## src/rtl/bilinear_interp_pipe_if.sv

```systemverilog
// Sample, config and result bus of the bilinear interpolator.
interface bilinear_interp_pipe_if #(
    parameter int unsigned PIX_W  = 8,
    parameter int unsigned FRAC_W = 8,
    parameter int unsigned R_W    = 3,
    parameter int unsigned ANG_W  = 2
);
    logic                   s_valid;
    logic                   s_ready;
    logic [R_W-1:0]         s_r;
    logic [ANG_W-1:0]       s_angle;
    logic [PIX_W-1:0]       s_a;
    logic [PIX_W-1:0]       s_b;
    logic [PIX_W-1:0]       s_c;
    logic [PIX_W-1:0]       s_d;

    logic                   cfg_we;
    logic [R_W+ANG_W-1:0]   cfg_addr;
    logic [FRAC_W-1:0]      cfg_dx;
    logic [FRAC_W-1:0]      cfg_dy;

    logic                   m_valid;
    logic                   m_ready;
    logic [PIX_W-1:0]       m_pix;
    logic                   m_zero;

    modport slave (
        input  s_valid, s_r, s_angle, s_a, s_b, s_c, s_d,
        input  cfg_we, cfg_addr, cfg_dx, cfg_dy,
        input  m_ready,
        output s_ready, m_valid, m_pix, m_zero
    );

    modport master (
        output s_valid, s_r, s_angle, s_a, s_b, s_c, s_d,
        output cfg_we, cfg_addr, cfg_dx, cfg_dy,
        output m_ready,
        input  s_ready, m_valid, m_pix, m_zero
    );
endinterface

```

## src/rtl/bilinear_interp_pipe.sv

```systemverilog
// Three-stage bilinear interpolator with a programmable {r, angle} -> {dx, dy} table.
module bilinear_interp_pipe #(
    parameter int unsigned PIX_W  = 8,
    parameter int unsigned FRAC_W = 8,
    parameter int unsigned R_W    = 3,
    parameter int unsigned ANG_W  = 2
) (
    input  logic                  clk,
    input  logic                  rst,
    bilinear_interp_pipe_if.slave bus
);
    localparam int unsigned ADDR_W = R_W + ANG_W;
    localparam int unsigned DEPTH  = 1 << ADDR_W;
    localparam int unsigned ODX_W  = FRAC_W + 1;
    localparam int unsigned WGT_W  = 2 * FRAC_W + 2;
    localparam int unsigned SUM_W  = PIX_W + 2 * FRAC_W + 2;

    localparam logic [ODX_W-1:0] ONE     = ODX_W'(1) << FRAC_W;
    localparam logic [SUM_W-1:0] HALF    = SUM_W'(1) << (2 * FRAC_W - 1);
    localparam logic [SUM_W-1:0] PIX_MAX = SUM_W'({PIX_W{1'b1}});

    logic                w_en;
    logic [ADDR_W-1:0]   w_addr;

    logic [FRAC_W-1:0]   r_dx_tab [DEPTH];
    logic [FRAC_W-1:0]   r_dy_tab [DEPTH];

    logic                r_s1_vld;
    logic [PIX_W-1:0]    r_s1_a, r_s1_b, r_s1_c, r_s1_d;
    logic [FRAC_W-1:0]   r_s1_dx, r_s1_dy;

    logic [ODX_W-1:0]    w_odx, w_ody;
    logic [WGT_W-1:0]    w_wa, w_wb, w_wc, w_wd;

    logic                r_s2_vld;
    logic [PIX_W-1:0]    r_s2_a, r_s2_b, r_s2_c, r_s2_d;
    logic [WGT_W-1:0]    r_wa, r_wb, r_wc, r_wd;

    logic [SUM_W-1:0]    w_sum, w_rnd, w_res;
    logic [PIX_W-1:0]    w_pix;

    logic                r_m_valid;
    logic [PIX_W-1:0]    r_m_pix;
    logic                r_m_zero;

    assign w_en         = ~r_m_valid | bus.m_ready;
    assign w_addr       = {bus.s_r, bus.s_angle};
    assign bus.s_ready  = w_en;
    assign bus.m_valid  = r_m_valid;
    assign bus.m_pix    = r_m_pix;
    assign bus.m_zero   = r_m_zero;

    // Offset table: written whenever cfg_we is high, regardless of stalls.
    always_ff @(posedge clk) begin
        if (rst) begin
            for (int unsigned i = 0; i < DEPTH; i++) begin
                r_dx_tab[ADDR_W'(i)] <= '0;
                r_dy_tab[ADDR_W'(i)] <= '0;
            end
        end else if (bus.cfg_we) begin
            r_dx_tab[bus.cfg_addr] <= bus.cfg_dx;
            r_dy_tab[bus.cfg_addr] <= bus.cfg_dy;
        end
    end

    // S1: capture corner pixels and the table entry as it stood before this edge.
    always_ff @(posedge clk) begin
        if (rst) begin
            r_s1_vld <= 1'b0;
            r_s1_a   <= '0;
            r_s1_b   <= '0;
            r_s1_c   <= '0;
            r_s1_d   <= '0;
            r_s1_dx  <= '0;
            r_s1_dy  <= '0;
        end else if (w_en) begin
            r_s1_vld <= bus.s_valid;
            if (bus.s_valid) begin
                r_s1_a  <= bus.s_a;
                r_s1_b  <= bus.s_b;
                r_s1_c  <= bus.s_c;
                r_s1_d  <= bus.s_d;
                r_s1_dx <= r_dx_tab[w_addr];
                r_s1_dy <= r_dy_tab[w_addr];
            end
        end
    end

    // Complementary offsets and the four corner weights (they sum to 2^(2*FRAC_W)).
    always_comb begin
        w_odx = ONE - ODX_W'(r_s1_dx);
        w_ody = ONE - ODX_W'(r_s1_dy);
        w_wa  = WGT_W'(w_odx)   * WGT_W'(w_ody);
        w_wb  = WGT_W'(r_s1_dx) * WGT_W'(w_ody);
        w_wc  = WGT_W'(w_odx)   * WGT_W'(r_s1_dy);
        w_wd  = WGT_W'(r_s1_dx) * WGT_W'(r_s1_dy);
    end

    // S2: register weights alongside the pixels.
    always_ff @(posedge clk) begin
        if (rst) begin
            r_s2_vld <= 1'b0;
            r_s2_a   <= '0;
            r_s2_b   <= '0;
            r_s2_c   <= '0;
            r_s2_d   <= '0;
            r_wa     <= '0;
            r_wb     <= '0;
            r_wc     <= '0;
            r_wd     <= '0;
        end else if (w_en) begin
            r_s2_vld <= r_s1_vld;
            if (r_s1_vld) begin
                r_s2_a <= r_s1_a;
                r_s2_b <= r_s1_b;
                r_s2_c <= r_s1_c;
                r_s2_d <= r_s1_d;
                r_wa   <= w_wa;
                r_wb   <= w_wb;
                r_wc   <= w_wc;
                r_wd   <= w_wd;
            end
        end
    end

    // Full-precision weighted sum, round half up, clamp to pixel range.
    always_comb begin
        w_sum = SUM_W'(r_wa) * SUM_W'(r_s2_a) + SUM_W'(r_wb) * SUM_W'(r_s2_b)
              + SUM_W'(r_wc) * SUM_W'(r_s2_c) + SUM_W'(r_wd) * SUM_W'(r_s2_d);
        w_rnd = w_sum + HALF;
        w_res = w_rnd >> (2 * FRAC_W);
        w_pix = (w_res > PIX_MAX) ? PIX_W'(PIX_MAX) : PIX_W'(w_res);
    end

    // S3: output register, held while the consumer stalls.
    always_ff @(posedge clk) begin
        if (rst) begin
            r_m_valid <= 1'b0;
            r_m_pix   <= '0;
            r_m_zero  <= 1'b1;
        end else if (w_en) begin
            r_m_valid <= r_s2_vld;
            if (r_s2_vld) begin
                r_m_pix  <= w_pix;
                r_m_zero <= (w_pix == '0);
            end
        end
    end
endmodule

```

## src/flat_wrapper.sv

```systemverilog
// flat-port wrapper written by rule: the top's interface ports become plain ports
module bilinear_interp_pipe_flat 
#(
    parameter int unsigned PIX_W  = 8,
    parameter int unsigned FRAC_W = 8,
    parameter int unsigned R_W    = 3,
    parameter int unsigned ANG_W  = 2
)
  (clk, rst, bus_s_valid, bus_s_r, bus_s_angle, bus_s_a, bus_s_b, bus_s_c, bus_s_d, bus_cfg_we, bus_cfg_addr, bus_cfg_dx, bus_cfg_dy, bus_m_ready, bus_s_ready, bus_m_valid, bus_m_pix, bus_m_zero);
  bilinear_interp_pipe_if #(.PIX_W(PIX_W), .FRAC_W(FRAC_W), .R_W(R_W), .ANG_W(ANG_W)) bus_i ();
  input  logic clk;
  input  logic rst;
  input wire logic [$bits(bus_i.s_valid)-1:0] bus_s_valid;
  input wire logic [$bits(bus_i.s_r)-1:0] bus_s_r;
  input wire logic [$bits(bus_i.s_angle)-1:0] bus_s_angle;
  input wire logic [$bits(bus_i.s_a)-1:0] bus_s_a;
  input wire logic [$bits(bus_i.s_b)-1:0] bus_s_b;
  input wire logic [$bits(bus_i.s_c)-1:0] bus_s_c;
  input wire logic [$bits(bus_i.s_d)-1:0] bus_s_d;
  input wire logic [$bits(bus_i.cfg_we)-1:0] bus_cfg_we;
  input wire logic [$bits(bus_i.cfg_addr)-1:0] bus_cfg_addr;
  input wire logic [$bits(bus_i.cfg_dx)-1:0] bus_cfg_dx;
  input wire logic [$bits(bus_i.cfg_dy)-1:0] bus_cfg_dy;
  input wire logic [$bits(bus_i.m_ready)-1:0] bus_m_ready;
  output wire logic [$bits(bus_i.s_ready)-1:0] bus_s_ready;
  output wire logic [$bits(bus_i.m_valid)-1:0] bus_m_valid;
  output wire logic [$bits(bus_i.m_pix)-1:0] bus_m_pix;
  output wire logic [$bits(bus_i.m_zero)-1:0] bus_m_zero;
  assign bus_i.s_valid = bus_s_valid;
  assign bus_i.s_r = bus_s_r;
  assign bus_i.s_angle = bus_s_angle;
  assign bus_i.s_a = bus_s_a;
  assign bus_i.s_b = bus_s_b;
  assign bus_i.s_c = bus_s_c;
  assign bus_i.s_d = bus_s_d;
  assign bus_i.cfg_we = bus_cfg_we;
  assign bus_i.cfg_addr = bus_cfg_addr;
  assign bus_i.cfg_dx = bus_cfg_dx;
  assign bus_i.cfg_dy = bus_cfg_dy;
  assign bus_i.m_ready = bus_m_ready;
  assign bus_s_ready = bus_i.s_ready;
  assign bus_m_valid = bus_i.m_valid;
  assign bus_m_pix = bus_i.m_pix;
  assign bus_m_zero = bus_i.m_zero;
  bilinear_interp_pipe #(.PIX_W(PIX_W), .FRAC_W(FRAC_W), .R_W(R_W), .ANG_W(ANG_W)) u_core (.clk(clk), .rst(rst), .bus(bus_i));
endmodule
```

## config.mk

```make
export PLATFORM = sky130hd
export DESIGN_NAME = bilinear_interp_pipe_flat
export DESIGN_NICKNAME = d
export VERILOG_FILES = /design/src/rtl/bilinear_interp_pipe_if.sv /design/src/rtl/bilinear_interp_pipe.sv /design/src/flat_wrapper.sv
export SDC_FILE = /design/constraint.sdc
export NUM_CORES = 2
export LEC_CHECK = 0
export ABC_CLOCK_PERIOD_IN_PS = 18500
export BUFFER_PORTS_ARGS = -buffer_cell sky130_fd_sc_hd__buf_2
export CAP_MARGIN = 20
export CORE_MARGIN = 4
export CORE_UTILIZATION = 30
export CTS_BUF_LIST = sky130_fd_sc_hd__clkbuf_8 sky130_fd_sc_hd__clkbuf_16
export CTS_CLUSTER_DIAMETER = 40
export DETAILED_ROUTE_END_ITERATION = 8
export PLACE_DENSITY = 0.46
export SETUP_SLACK_MARGIN = 0.5
export SYNTH_ARGS = -nofsm -noshare
export SYNTH_HDL_FRONTEND = slang
export SYNTH_SLANG_ARGS = --single-unit
```

## constraint.sdc

```tcl
create_clock -name clk -period 18.5 [get_ports clk]
set_input_delay 0 -clock clk [delete_from_list [all_inputs] [get_ports clk]]
set_output_delay 0 -clock clk [all_outputs]
set_load 0.01 [all_outputs]
```

==> out/results.ini <==
[outcome]
status=finished, final reports clean

[synthesis]
synth_edf_count=512
netlist.area_leader.share_pct=27.3
synth_flop_cell=edfxtp_1
synth_top_family_by_area=adder cells
synth-simple-area-share_pct=18.3
synthMuxAreaShare_pct=6.70
yosysWarnings=0
synth-compound-area-share_pct=4.46
netlist_area_um2=56300
synthDistinctLibCells=68
synth.avg_cell_area_um2=10.7
synth_seq_cells=669
synth_top_cell_by_area=edfxtp_1
syn-num-nets=6303
synth_xor_xnor_area_share_pct=1.66
yosys-top-cells-area=edfxtp_1, fa_1, and2_1
ys_seq_area_share_pct=32.9
synth_cells=5286
async_reset_ff_share_pct=0
synthAdderAreaFrac_pct=29.2

[floorplanning]
die_w_um=441
fp.coreArea_um2=186000
die_area_um2=195000
ios=74
start_util_pct=30.3
die_h_um=441
row_count=158

[clock_tree]
htreeDepth=4
clock_sinks=669
clock_latency_ns=0.74
ctsLongestPathBuffers=3
cts_tree=yes
cts_inserted_buffers=130
path_clk_slew_ns=0.05
clock-root-buffer=clkbuf_16

[sta]
finalCritPeriodShare_pct=50.5
period_needed_ns=9.33
slew_violations=0
setup_viol=0
hold_viol_final=0
rsz0062_at_grt=no
timing.hold.ws_ns=0.0703
tns_ns=0
worst_slew_pin_slew_ns=1.11
skew_ns=0.0476
maxSlewHeadroom_pct=26.3
clock.fmax_mhz=107

[drt]
drtAntennaViolNets=0
num_vias=36900
totalWireLength_mm=162
vias_per_cell=4.66
wl_per_cell_um=20.4
drc=0
firstDrtPassIters=5
first_iter_violations=2015

[power]
p_int_w=0.00404
p_seq_share_pct=30.2
switching_share_pct=33.1
p_leak_nw=27.4
power_frac_comb_pct=30.2
p_total_w=0.00604
power.switching_w=0.00200
p_per_area_nw_per_um2=93.8
vdd.ir_drop.worst_v=0.000112
pwr-share-clk_pct=39.6

[global_route]
grt_max_degree=76
antenna_found_initial=4
grt_pass1_vias=40300
groute.usage.overall_pct=17.0
gr-total-overflow=0
grt_pass1_wl_mm=251

[final_layout]
fillCellCount=18800
fin_util_pct=34.6
final_cells=7923
area_delta_synth_final_pct=14.4
layout_commonest_cell=and2_1
nets=6352
final_layout_size_suffix_gt1_share_pct=10.4
layout_common_cells=and2_1, inv_1, nand2_1, fa_1, edfxtp_1

[critical_path]
critPathKind=reg -> reg
cp_slowest_stage_delay_ns=0.72
cp_common_cell=fa_1
start_kind=flip-flop
worst_ep_required_time_ns=19.07
arrival_ns=9.90
crit_path_end_kind=flip-flop
cp_slowest_cell=dfxtp_1
critical_path_peak_fanout=17

[flow_run]
drv_cap=0

[placed_design]
port_buffers=73
hpwl_mm=117
gp_congestion=0.816
dp.cells=7620

[hold_path]
min_path_type=in -> reg

==> routing by layer <==
metal	part of all wire (%)	global-route usage, %	vias to the layer above
met3	3.2	2.13	209
li1	-	-	17300
met4	3.0	5.33	0
met2	50	30.0	575
met5	0	0	-
met1	43	21.6	18900
==> synth_stat cells (34+ instances only) <==
library cell  instances
a211oi_1             47
a21o_1               34
a21oi_1             186
and2_1              943
buf_1                36
clkbuf_1            247
dfxtp_1             157
edfxtp_1            512
fa_1                599
ha_1                355
inv_1               718
mux4_2              160
nand2_1             625
nand3_1              37
nor2_1              135
nor3_1               53
o21ai_0              37
or2_2                35
xnor2_1              69
xor2_1               35
==> logic make-up after synthesis <==
kind of cell,Yosys count
AND/OR/NAND/NOR,1960
buffers and inverters,1015
adder cells (fa/ha/maj),954
flip-flops,669
AO/OA/AOI/OAI,406
multiplexers,177
XOR/XNOR,105
==> final cells by class <==
class | instances | area [um2] | area share [%]
multi-input cells | 3602 | 34000 | 52.8
flip-flops and latches | 669 | 18500 | 28.7
clock buffers | 139 | 3420 | 5.31
well taps | 2480 | 3100 | 4.82
inverters | 719 | 2700 | 4.19
repair buffers | 213 | 1600 | 2.48
clock inverters | 97 | 1060 | 1.65
diodes | 4 | 10.0 | 0.0155
==> critical path: cells and delay by family (launching register included) <==
| family | cells | cell delay [ns] |
|---|---|---|
| adders and majority gates | 11 | 4.75 |
| and+or+nand+nor | 4 | 1.14 |
| DFF | 1 | 0.72 |
| buffers and inverters | 6 | 0.31 |
| xor gates and xnor gates | 1 | 0.25 |
| AOI/OAI and AO/OA | 12 | 1.96 |
==> registers in the layout, summed over array words and instances (netlist names) <==
signal / cells
u_core.bus.m_pix: 8
u_core.r_dx_tab: 256
u_core.r_dy_tab: 256
u_core.r_s1_c: 8
u_core.r_s2_c: 8
u_core.r_s1_dy: 8
u_core.r_wd: 15
u_core.r_wa: 18
u_core.r_wb: 16
u_core.r_wc: 16
u_core.bus.m_zero: 1
u_core.r_s1_b: 8
u_core.r_s2_d: 8
u_core.r_s2_vld: 1
u_core.r_s1_dx: 8
u_core.r_s1_vld: 1
u_core.r_s1_a: 8
u_core.r_s2_b: 8
u_core.r_s2_a: 8
u_core.r_s1_d: 8
u_core.bus.m_valid: 1
==> power by group through the flow <==
stage / combinational (W) / clock [W] / sequential (W)
final: 0.00183 / 0.00239 / 0.00183
after global routing: 0.00211 / 0.00251 / 0.00184
after CTS: 0.00185 / 0.00244 / 0.00182
after detailed placement: 0.00183 / 0 / 0.00185
after global placement: 0.00182 / 0 / 0.00185
after floorplan: 0.00140 / 0 / 0.00177
==> per-stage QoR <==
stage | instance area [um2] | setup slack [ns]
final | 64400 | 9.17
after global placement | 59300 | 9.27
after floorplan | 56300 | 9.97
after detailed placement | 59300 | 9.18
after global routing | 64400 | 8.59
after CTS | 64400 | 9.14
==> path summary, 6_finish.rpt <==
check                                                   start                                to  slack, ns  depth (start not counted)
worst max-delay path            u_core.r_s2_d[6]$_SDFFE_PP0P_  u_core.bus.m_pix[1]$_SDFFE_PP0P_       9.17                         34
worst min-delay path                               bus_s_d[2]     u_core.r_s1_d[2]$_SDFFE_PP0P_       0.07                          4
worst max register to register  u_core.r_s2_d[6]$_SDFFE_PP0P_  u_core.bus.m_pix[1]$_SDFFE_PP0P_       9.17                         34
worst min register to register  u_core.r_s1_d[4]$_SDFFE_PP0P_     u_core.r_s1_d[4]$_SDFFE_PP0P_       0.46                          2
==> timing repair <==
action                                  CTS  global route
hold buffers                             63             0
endpoints found under the setup margin    0             0
hold endpoints to repair                415             0
resized for setup                         0             0
buffers inserted                          0             0
No activity file was read; power rests on OpenSTA's default activity.
